===== src/rtl/vec_csr_regs.sv =====
// Vector configuration CSRs (vtype/vl/vlmax/vstart) driven by vset{i}vl{i} execute pulses,
// with a handshaked scalar writeback of the new vl.
module vec_csr_regs #(
  parameter int unsigned XLEN = 32,
  parameter int unsigned VLEN = 512
) (
  input  logic            clk,
  input  logic            reset,
  input  logic            csr_wr_en,
  input  logic [XLEN-1:0] vtype_i,
  input  logic [XLEN-1:0] avl_i,
  input  logic            avl_max_i,
  input  logic            keep_vl_i,
  input  logic [4:0]      rd_addr_i,
  input  logic            vstart_wr_en,
  input  logic [XLEN-1:0] vstart_i,
  output logic [XLEN-1:0] csr_vtype_o,
  output logic [XLEN-1:0] csr_vl_o,
  output logic [XLEN-1:0] csr_vlmax_o,
  output logic [XLEN-1:0] csr_vstart_o,
  output logic            vill_o,
  output logic            busy_o,
  output logic            rd_wr_valid_o,
  input  logic            rd_wr_ready_i,
  output logic [4:0]      rd_addr_o,
  output logic [XLEN-1:0] rd_wdata_o
);

  typedef enum logic [1:0] {IDLE, CALC, WB} state_e;

  localparam logic [XLEN-1:0] VILL_VTYPE = {1'b1, {(XLEN-1){1'b0}}};
  localparam logic [XLEN-1:0] VLEN_X     = XLEN'(VLEN);

  state_e          state_q, state_d;
  logic [XLEN-1:0] vtype_cap_q, vtype_cap_d;
  logic [XLEN-1:0] avl_cap_q, avl_cap_d;
  logic            avl_max_q, avl_max_d;
  logic            keep_vl_q, keep_vl_d;
  logic [4:0]      rd_cap_q, rd_cap_d;
  logic [XLEN-1:0] vtype_q, vtype_d;
  logic [XLEN-1:0] vl_q, vl_d;
  logic [XLEN-1:0] vlmax_q, vlmax_d;
  logic [XLEN-1:0] vstart_q, vstart_d;

  logic [2:0]      vlmul, vsew;
  logic [XLEN-1:0] elems_per_reg, vlmax_calc;
  logic            illegal;

  // VLEN/SEW as a shift; fractional LMUL shifts right by 8-vlmul
  always_comb begin
    vlmul         = vtype_cap_q[2:0];
    vsew          = vtype_cap_q[5:3];
    elems_per_reg = VLEN_X >> (3'd3 + {1'b0, vsew[1:0]});
    if (vlmul[2]) vlmax_calc = elems_per_reg >> (4'd8 - {1'b0, vlmul});
    else          vlmax_calc = elems_per_reg << vlmul[1:0];
    illegal = vsew[2] | (vlmul == 3'b100) | (|vtype_cap_q[XLEN-1:8]) | (vlmax_calc == '0);
  end

  always_comb begin
    state_d     = state_q;
    vtype_cap_d = vtype_cap_q;
    avl_cap_d   = avl_cap_q;
    avl_max_d   = avl_max_q;
    keep_vl_d   = keep_vl_q;
    rd_cap_d    = rd_cap_q;
    vtype_d     = vtype_q;
    vl_d        = vl_q;
    vlmax_d     = vlmax_q;
    vstart_d    = vstart_q;
    case (state_q)
      IDLE: begin
        if (csr_wr_en) begin
          vtype_cap_d = vtype_i;
          avl_cap_d   = avl_i;
          avl_max_d   = avl_max_i;
          keep_vl_d   = keep_vl_i;
          rd_cap_d    = rd_addr_i;
          state_d     = CALC;
        end else if (vstart_wr_en) begin
          vstart_d = vstart_i;
        end
      end
      CALC: begin
        vstart_d = '0;
        if (illegal) begin
          vtype_d = VILL_VTYPE;
          vl_d    = '0;
          vlmax_d = '0;
        end else begin
          vtype_d = vtype_cap_q;
          vlmax_d = vlmax_calc;
          // keep_vl takes priority over avl_max when both are set
          if (keep_vl_q)      vl_d = (vl_q < vlmax_calc) ? vl_q : vlmax_calc;
          else if (avl_max_q) vl_d = vlmax_calc;
          else                vl_d = (avl_cap_q < vlmax_calc) ? avl_cap_q : vlmax_calc;
        end
        state_d = (rd_cap_q != 5'd0) ? WB : IDLE;
      end
      WB: begin
        if (rd_wr_ready_i) state_d = IDLE;
      end
      default: state_d = IDLE;
    endcase
  end

  always_ff @(posedge clk) begin
    if (reset) begin
      state_q     <= IDLE;
      vtype_cap_q <= '0;
      avl_cap_q   <= '0;
      avl_max_q   <= 1'b0;
      keep_vl_q   <= 1'b0;
      rd_cap_q    <= '0;
      vtype_q     <= VILL_VTYPE;
      vl_q        <= '0;
      vlmax_q     <= '0;
      vstart_q    <= '0;
    end else begin
      state_q     <= state_d;
      vtype_cap_q <= vtype_cap_d;
      avl_cap_q   <= avl_cap_d;
      avl_max_q   <= avl_max_d;
      keep_vl_q   <= keep_vl_d;
      rd_cap_q    <= rd_cap_d;
      vtype_q     <= vtype_d;
      vl_q        <= vl_d;
      vlmax_q     <= vlmax_d;
      vstart_q    <= vstart_d;
    end
  end

  assign csr_vtype_o   = vtype_q;
  assign csr_vl_o      = vl_q;
  assign csr_vlmax_o   = vlmax_q;
  assign csr_vstart_o  = vstart_q;
  assign vill_o        = vtype_q[XLEN-1];
  assign busy_o        = (state_q != IDLE);
  assign rd_wr_valid_o = (state_q == WB);
  assign rd_addr_o     = (state_q == WB) ? rd_cap_q : '0;
  assign rd_wdata_o    = (state_q == WB) ? vl_q : '0;

endmodule


===== config.mk =====
export PLATFORM = sky130hd
export DESIGN_NAME = vec_csr_regs
export DESIGN_NICKNAME = d
export VERILOG_FILES = /design/src/rtl/vec_csr_regs.sv
export SDC_FILE = /design/constraint.sdc
export NUM_CORES = 1
export LEC_CHECK = 0
export ABC_AREA = 1
export CAP_MARGIN = 20
export CORE_MARGIN = 2
export CORE_UTILIZATION = 31
export DETAILED_ROUTE_END_ITERATION = 7
export GPL_ROUTABILITY_DRIVEN = 0
export PLACE_DENSITY = 0.57
export SYNTH_ARGS = -nofsm -noshare
export SYNTH_HDL_FRONTEND = slang
export SYNTH_SLANG_ARGS = --single-unit

===== constraint.sdc =====
create_clock -name clk -period 4.3 [get_ports clk]
set_clock_uncertainty 0.2 [all_clocks]
set_input_delay 1.075 -clock clk [delete_from_list [all_inputs] [get_ports clk]]
set_output_delay 1.075 -clock clk [all_outputs]
set_load 0.05 [all_outputs]

==> results_dict.tcl, run 1 <==
set metrics [dict create \
    outcome "finished clean" \
    insertedDiodeCount 0 \
    worstReg2RegEnd "csr_vl_o[7]" \
    start_util_pct 31.7 \
    syn_area_per_cell_um2 7.50 \
    critical-path-slowest-cell "sky130_fd_sc_hd__clkdlybuf4s50_1" \
    clock_tree_from_tritoncts "yes" \
    timing.hold.worst.start "csr_vtype_o[8]" \
    layout-area-overhead-vs-synth_pct 42.1 \
    core-area_um2 24400 \
    drcViolationCount 0 \
    max_clock_freq_mhz 263 \
    pwr-share-comb_pct 18.0 \
    postSynthCellCount 1032 \
    cp_num_buf_inv 4 \
    clk_transition_reported_paths_ns 0.08 \
    drt-vias-per-instance 4.56 \
    cts_root_buffer_type "sky130_fd_sc_hd__clkbuf_16" \
    grt_first_pass_wirelength_um 36400 \
    total_nets_final 1379 \
    grt_max_degree 89 \
    most_used_cells_in_the_layout_excluding_fill_and_tap_cells "252 x sky130_fd_sc_hd__clkdlybuf4s50_1, 216 x sky130_fd_sc_hd__nor2_1, 179 x sky130_fd_sc_hd__dfxtp_1, 155 x sky130_fd_sc_hd__nand2_1, 78 x sky130_fd_sc_hd__a21oi_1" \
    critical_path_cell_count 6 \
    worst_slew_margin_relative_to_its_limit_pct 37.3 \
    worst_skew_pair.late_latency_ns 0.43 \
    sequentialPowerShare_pct 43.2 \
    power_leakage_uw 0.00417 \
    hold_path_class "reg2reg" \
    r2r_setup_slack_ns 0.79 \
    critical_path_max_stage_delay_ns 0.81 \
    ctsHtreeMaxLevel 4 \
    max_cap_viols 0 \
    drt_iter0_drc 389 \
    setup_viol 0 \
    timing.setup.tns_ns 0 \
    fill_cell_total_of_the_finished_layout 2560 \
    cellInternalPower_uw 2860 \
    synth_seq_area_share_pct 46.3 \
    cts.repair.resized 0 \
    route.vias.total 7245 \
    synthDominantAreaCellType "sky130_fd_sc_hd__dfxtp_1" \
    crit_path_max_fanout 21 \
    largest_buffer_count_on_any_clock_path 2 \
    sequence_of_cells_on_the_critical_path "inv_1 > nor2_1 > inv_1 > buf_4 > nor2_1 > clkdlybuf4s50_1" \
    port-buffer-count 253 \
    p_sw_share_pct 31.2 \
    chipWidth_um 162 \
    drt_first_pass_iters 4 \
    critical_path.reg2reg.startpoint "vtype_cap_q[0]" \
    critPathTopFamily "buffers and inverters" \
    dpl-instance-area_um2 10400 \
    timing.critical_path.arrival_ns 2.53 \
    critPathCapture "rd_wdata_o[2]" \
    die-area_um2 26300 \
    worst_setup_path_end_kind "output port" \
    detail_route.wirelength_um 22900 \
    max_slew.worst_pin.slew_ns 0.941 \
    setup_repair_after_global_routing_missed_its_margin "false" \
    finalHoldViolCount 0 \
    crit_type "reg2out" \
    worst_setup_path_startpoint "state_q[1]" \
    synthTopCellsByArea "sky130_fd_sc_hd__dfxtp_1 46%, sky130_fd_sc_hd__nor2_1 11%, sky130_fd_sc_hd__nand2_1 7.6%" \
    die-height_um 162 \
    slew_violations 0 \
    power.switching_uw 1300 \
    peakVddDrop_mv 0.185 \
    pre_cts_ws_ns 0.825 \
    grt_pass1_vias 6927 \
    synth_largest_type_area_fraction_pct 46.3 \
    layout_commonest_cell "sky130_fd_sc_hd__clkdlybuf4s50_1" \
    critPathLaunchType "register" \
    route.detailed.wl_per_inst_um 14.4 \
    mappedNetlistArea_um2 7740 \
    final_design_area_no_fill_um2 11000 \
    pwr-share-clk_pct 38.8 \
    gr-total-overflow 0 \
    gr-usage-all-layers_pct 17.4 \
    detail-route-antenna-nets 0 \
    dpl.hpwl_um 16900 \
    yosys_warnings 0 \
    cts-hold-fix-buffers 0 \
    antenna_found_initial 0 \
    worstPathRequired_ns 3.02 \
    fin_ws_ns 0.499 \
    post-route-min-period_ns 3.80 \
    final_layout_size_suffix_gt1_share_pct 7.91 \
    p_per_area_nw_per_um2 378 \
    fin_crit_sh_pct 88.4 \
    placementRows 57 \
    yosys_register_bits 179 \
    clock_sink_count 179 \
    finish.utilization_pct 45.1 \
    boundaryPins 276 \
    numCtsBuffers 17 \
    reg2regPathDepth 18 \
    post_synth_num_cell_types 43 \
    post-cts-setup-buffer-count 0 \
]
-- metal layers --
metal,global-route usage [%],vias up,share of wire (%)
li1,-,3728,-
met1,22.9,3276,47
met2,27.9,222,45
met3,4.90,19,7.2
met4,4.59,0,1.4
met5,0,-,0
-- area by class of cell --
type	instances	area (µm²)	area share, %
repair buffers	263	2610	23.7
flip-flops and latches	179	3580	32.6
inverters	79	309	2.81
well taps	324	405	3.69
clock inverters	15	191	1.74
multi-input cells	711	3480	31.6
clock buffers	17	425	3.87
-- registers in the layout, summed over array words and instances (netlist names) --
| name | flops |
|---|---|
| state_q | 2 |
| keep_vl_q | 1 |
| csr_vlmax_o | 10 |
| rd_cap_q | 5 |
| vtype_cap_q | 32 |
| avl_max_q | 1 |
| csr_vtype_o | 32 |
| avl_cap_q | 32 |
| csr_vstart_o | 32 |
| csr_vl_o | 32 |
-- Yosys cell counts, drive strengths merged --
cell,number
a2111oi,1
a211oi,2
a21oi,78
and2,2
and3,1
buf,42
clkbuf,42
conb,1
dfxtp,179
ha,20
inv,79
nand2,164
nand3,69
nand4,7
nor2,222
nor3,25
nor4,11
o211ai,3
o21ai,80
o22ai,2
or2,1
or4,1
-- how the worst min path moves through the flow --
stage	slack, ns	end	cells past startpoint
2_1_floorplan	0.24	keep_vl_q	2
3_3_place_gp	0.23	csr_vtype_o[13]	2
3_5_place_dp	0.23	csr_vtype_o[10]	2
4_1_cts	0.24	csr_vtype_o[10]	2
5_1_grt	0.25	csr_vtype_o[10]	2
6_report	0.24	csr_vtype_o[8]	2
-- cell families after synthesis --
group	count (synthesis)	synth area share (%)
AND/OR/NAND/NOR	503	29.3
other	1	0.0484
buffers and inverters	163	9.91
flip-flops	179	46.3
adder cells (fa/ha/maj)	20	3.23
AO/OA/AOI/OAI	166	11.3
-- per-stage QoR --
stage	instances	hold WS [ns]	total power, µW
floorplan	1053	0.236	2350
global placement	1556	0.225	2580
detailed placement	1556	0.227	2590
CTS	1588	0.240	4220
global route	1588	0.254	4380
finish	1588	0.238	4150
-- worst min-delay path: stages (launching register included) --
cell and delay (ns):
sky130_fd_sc_hd__dfxtp_1 0.31, sky130_fd_sc_hd__nand2_1 0.06, sky130_fd_sc_hd__nor2_1 0.03
-- power by group through the flow --
stage / sequential, µW / combinational (µW) / clock [µW]
5_1_grt: 1810 / 837 / 1740
2_1_floorplan: 1890 / 462 / 0
3_5_place_dp: 1840 / 755 / 0
3_3_place_gp: 1830 / 752 / 0
4_1_cts: 1800 / 757 / 1660
6_report: 1800 / 748 / 1610
Note: power is estimated with default switching activity, not from simulation.
==> inputs of run 2 (changes only) <==
- CELL_PAD_IN_SITES_DETAIL_PLACEMENT: unset -> 0
- CELL_PAD_IN_SITES_GLOBAL_PLACEMENT: unset -> 2
- CORE_MARGIN: 2 -> unset
- CORE_UTILIZATION: 31 -> 26
- PLACE_DENSITY: 0.57 -> 0.83
==> run 2 against run 1 <==
  * Clock-buffer cell count is the same
  * Design area grew 0.58%
  * Clock power is essentially flat
  * Flip-flop and latch count is the same
  * Sequential share of layout area shrank 0.19 points
  * Setup slack lost 0.00083 ns
  * Hold slack is essentially flat
  * Critical endpoint is now rd_wdata_o[3]
  * Largest power group unchanged
  * Highest routed layer is now met5
==> results_dict.tcl, run 2 (same netlist as run 1, synthesis figures left out) <==
set metrics [dict create \
    max_clock_freq_mhz 263 \
    die-height_um 175 \
    drt_first_pass_iters 4 \
    route.vias.total 7193 \
    post-cts-setup-buffer-count 0 \
    antenna_found_initial 2 \
    largest_buffer_count_on_any_clock_path 2 \
    final_layout_size_suffix_gt1_share_pct 7.77 \
    detail_route.wirelength_um 24600 \
    peakVddDrop_mv 0.235 \
    grt_pass1_vias 6800 \
    number_of_placed_instances_taps_included 1615 \
    chipWidth_um 175 \
    layout_commonest_cell "sky130_fd_sc_hd__clkdlybuf4s50_1" \
    grt_first_pass_wirelength_um 38500 \
    port-buffer-count 253 \
    fin_crit_sh_pct 88.4 \
    critical-path-slowest-cell "sky130_fd_sc_hd__clkdlybuf4s50_1" \
    drt-vias-per-instance 4.37 \
    crit_type "reg2out" \
    max_slew.worst_pin.slew_ns 1.02 \
    sequence_of_cells_on_the_critical_path "inv_1 > nor2_1 > inv_1 > buf_16 > nor2_1 > clkdlybuf4s50_1" \
    cts_root_buffer_type "sky130_fd_sc_hd__clkbuf_16" \
    cts-hold-fix-buffers 0 \
    r2r_setup_slack_ns 0.71 \
    power_leakage_uw 0.00416 \
    gr-total-overflow 0 \
    setup_repair_after_global_routing_missed_its_margin "false" \
    clock_tree_from_tritoncts "yes" \
    timing.setup.tns_ns 0 \
    grt_max_degree 90 \
    critical_path_max_stage_delay_ns 0.87 \
    slew_violations 0 \
    critPathLaunchType "register" \
    boundaryPins 276 \
    most_used_cells_in_the_layout_excluding_fill_and_tap_cells "252 x sky130_fd_sc_hd__clkdlybuf4s50_1, 216 x sky130_fd_sc_hd__nor2_1, 179 x sky130_fd_sc_hd__dfxtp_1, 155 x sky130_fd_sc_hd__nand2_1, 78 x sky130_fd_sc_hd__a21oi_1" \
    max_cap_viols 0 \
    numCtsBuffers 17 \
    placementRows 62 \
    outcome "finished clean" \
    insertedDiodeCount 0 \
    hold_path_class "reg2reg" \
    p_per_area_nw_per_um2 375 \
    finalHoldViolCount 0 \
    instances_no_fill 1646 \
    ctsHtreeMaxLevel 4 \
    start_util_pct 26.7 \
    cp_num_buf_inv 4 \
    drt_iter0_drc 312 \
    die-area_um2 30500 \
    total_nets_final 1378 \
    worst_setup_path_end_kind "output port" \
    crit_path_max_fanout 23 \
    timing.critical_path.arrival_ns 2.53 \
    clk_transition_reported_paths_ns 0.07 \
    drcViolationCount 0 \
    gr-usage-all-layers_pct 16.1 \
    worstReg2RegEnd "csr_vl_o[7]" \
    critPathCapture "rd_wdata_o[3]" \
    critical_path.reg2reg.startpoint "vtype_cap_q[0]" \
    worstPathRequired_ns 3.02 \
    worst_skew_pair.late_latency_ns 0.43 \
    worst_slew_margin_relative_to_its_limit_pct 32.2 \
    post-route-min-period_ns 3.80 \
    dpl.hpwl_um 17900 \
    critPathTopFamily "buffers and inverters" \
    route.detailed.wl_per_inst_um 14.9 \
    clock_sink_count 179 \
    worst_setup_path_startpoint "state_q[1]" \
    setup_viol 0 \
    reg2regPathDepth 18 \
    cts.repair.resized 0 \
    detail-route-antenna-nets 0 \
    critical_path_cell_count 6 \
    final.hold.worst_slack_ns 0.238 \
    layout-area-overhead-vs-synth_pct 42.9 \
    core-area_um2 29000 \
    timing.hold.worst.start "csr_vtype_o[25]" \
]
-- run 2: changes by cell type in the layout (fill, tap and decap cells not counted), sizes merged --
| cell | before | now |
|---|---|---|
| clkinv | 6 | 5 |
| clkinvlp | 0 | 1 |
| buf | 11 | 10 |
| inv | 87 | 86 |
-- run 2: final cells by class --
type	instances	area (µm²)
fill	3073	17900
sequential	179	3580
multi-input combinational	711	3480
timing repair buffer	262	2620
tap	384	480
clock buffer	17	425
inverter	79	309
clock inverter	14	168
-- run 2: worst min path at each step --
stage	cells after the start	to	slack [ns]
2_1_floorplan	2	keep_vl_q	0.24
3_3_place_gp	2	csr_vtype_o[21]	0.23
3_5_place_dp	2	csr_vtype_o[12]	0.23
4_1_cts	2	csr_vtype_o[21]	0.24
5_1_grt	2	csr_vtype_o[27]	0.26
6_report	2	csr_vtype_o[25]	0.24
-- run 2: power breakdown --
| part | internal (µW) | switching (µW) |
|---|---|---|
| combinational | 274 | 489 |
| clock | 830 | 759 |
| sequential | 1740 | 54.3 |
| total | 2850 | 1300 |
-- run 2: stage by stage --
| step | instance area [µm²] | setup slack (ns) | power [µW] | util (%) |
|---|---|---|---|---|
| 2_1_floorplan | 7820 | 0.768 | 2350 | - |
| 3_3_place_gp | 10400 | 0.738 | 2600 | 36.0 |
| 3_5_place_dp | 10500 | 0.757 | 2610 | 36.1 |
| 4_1_cts | 11100 | 0.450 | 4220 | 38.1 |
| 5_1_grt | 11100 | 0.341 | 4380 | 38.1 |
| 6_report | 11100 | 0.499 | 4150 | 38.1 |
-- run 2: layer usage --
metal	wire (µm)	share of wire [%]	up-vias	global-route usage [%]
met5	13	0.053	-	0
met4	143	0.58	2	2.83
met3	1630	6.6	12	4.68
met2	11000	45	216	25.4
met1	11800	48	3255	21.9
li1	-	-	3708	-
-- run 2: worst min-delay path, stage by stage, from the launching register on --
cell and delay [ns]:
sky130_fd_sc_hd__dfxtp_1 0.31, sky130_fd_sc_hd__nand2_1 0.06, sky130_fd_sc_hd__nor2_1 0.03
==> inputs of run 3 (changes only) <==
- CAP_MARGIN: 20 -> 15
- CTS_CLUSTER_DIAMETER: unset -> 60
==> results of run 3 <==
The final DEF is identical to that of run 2; final timing and power are the same.
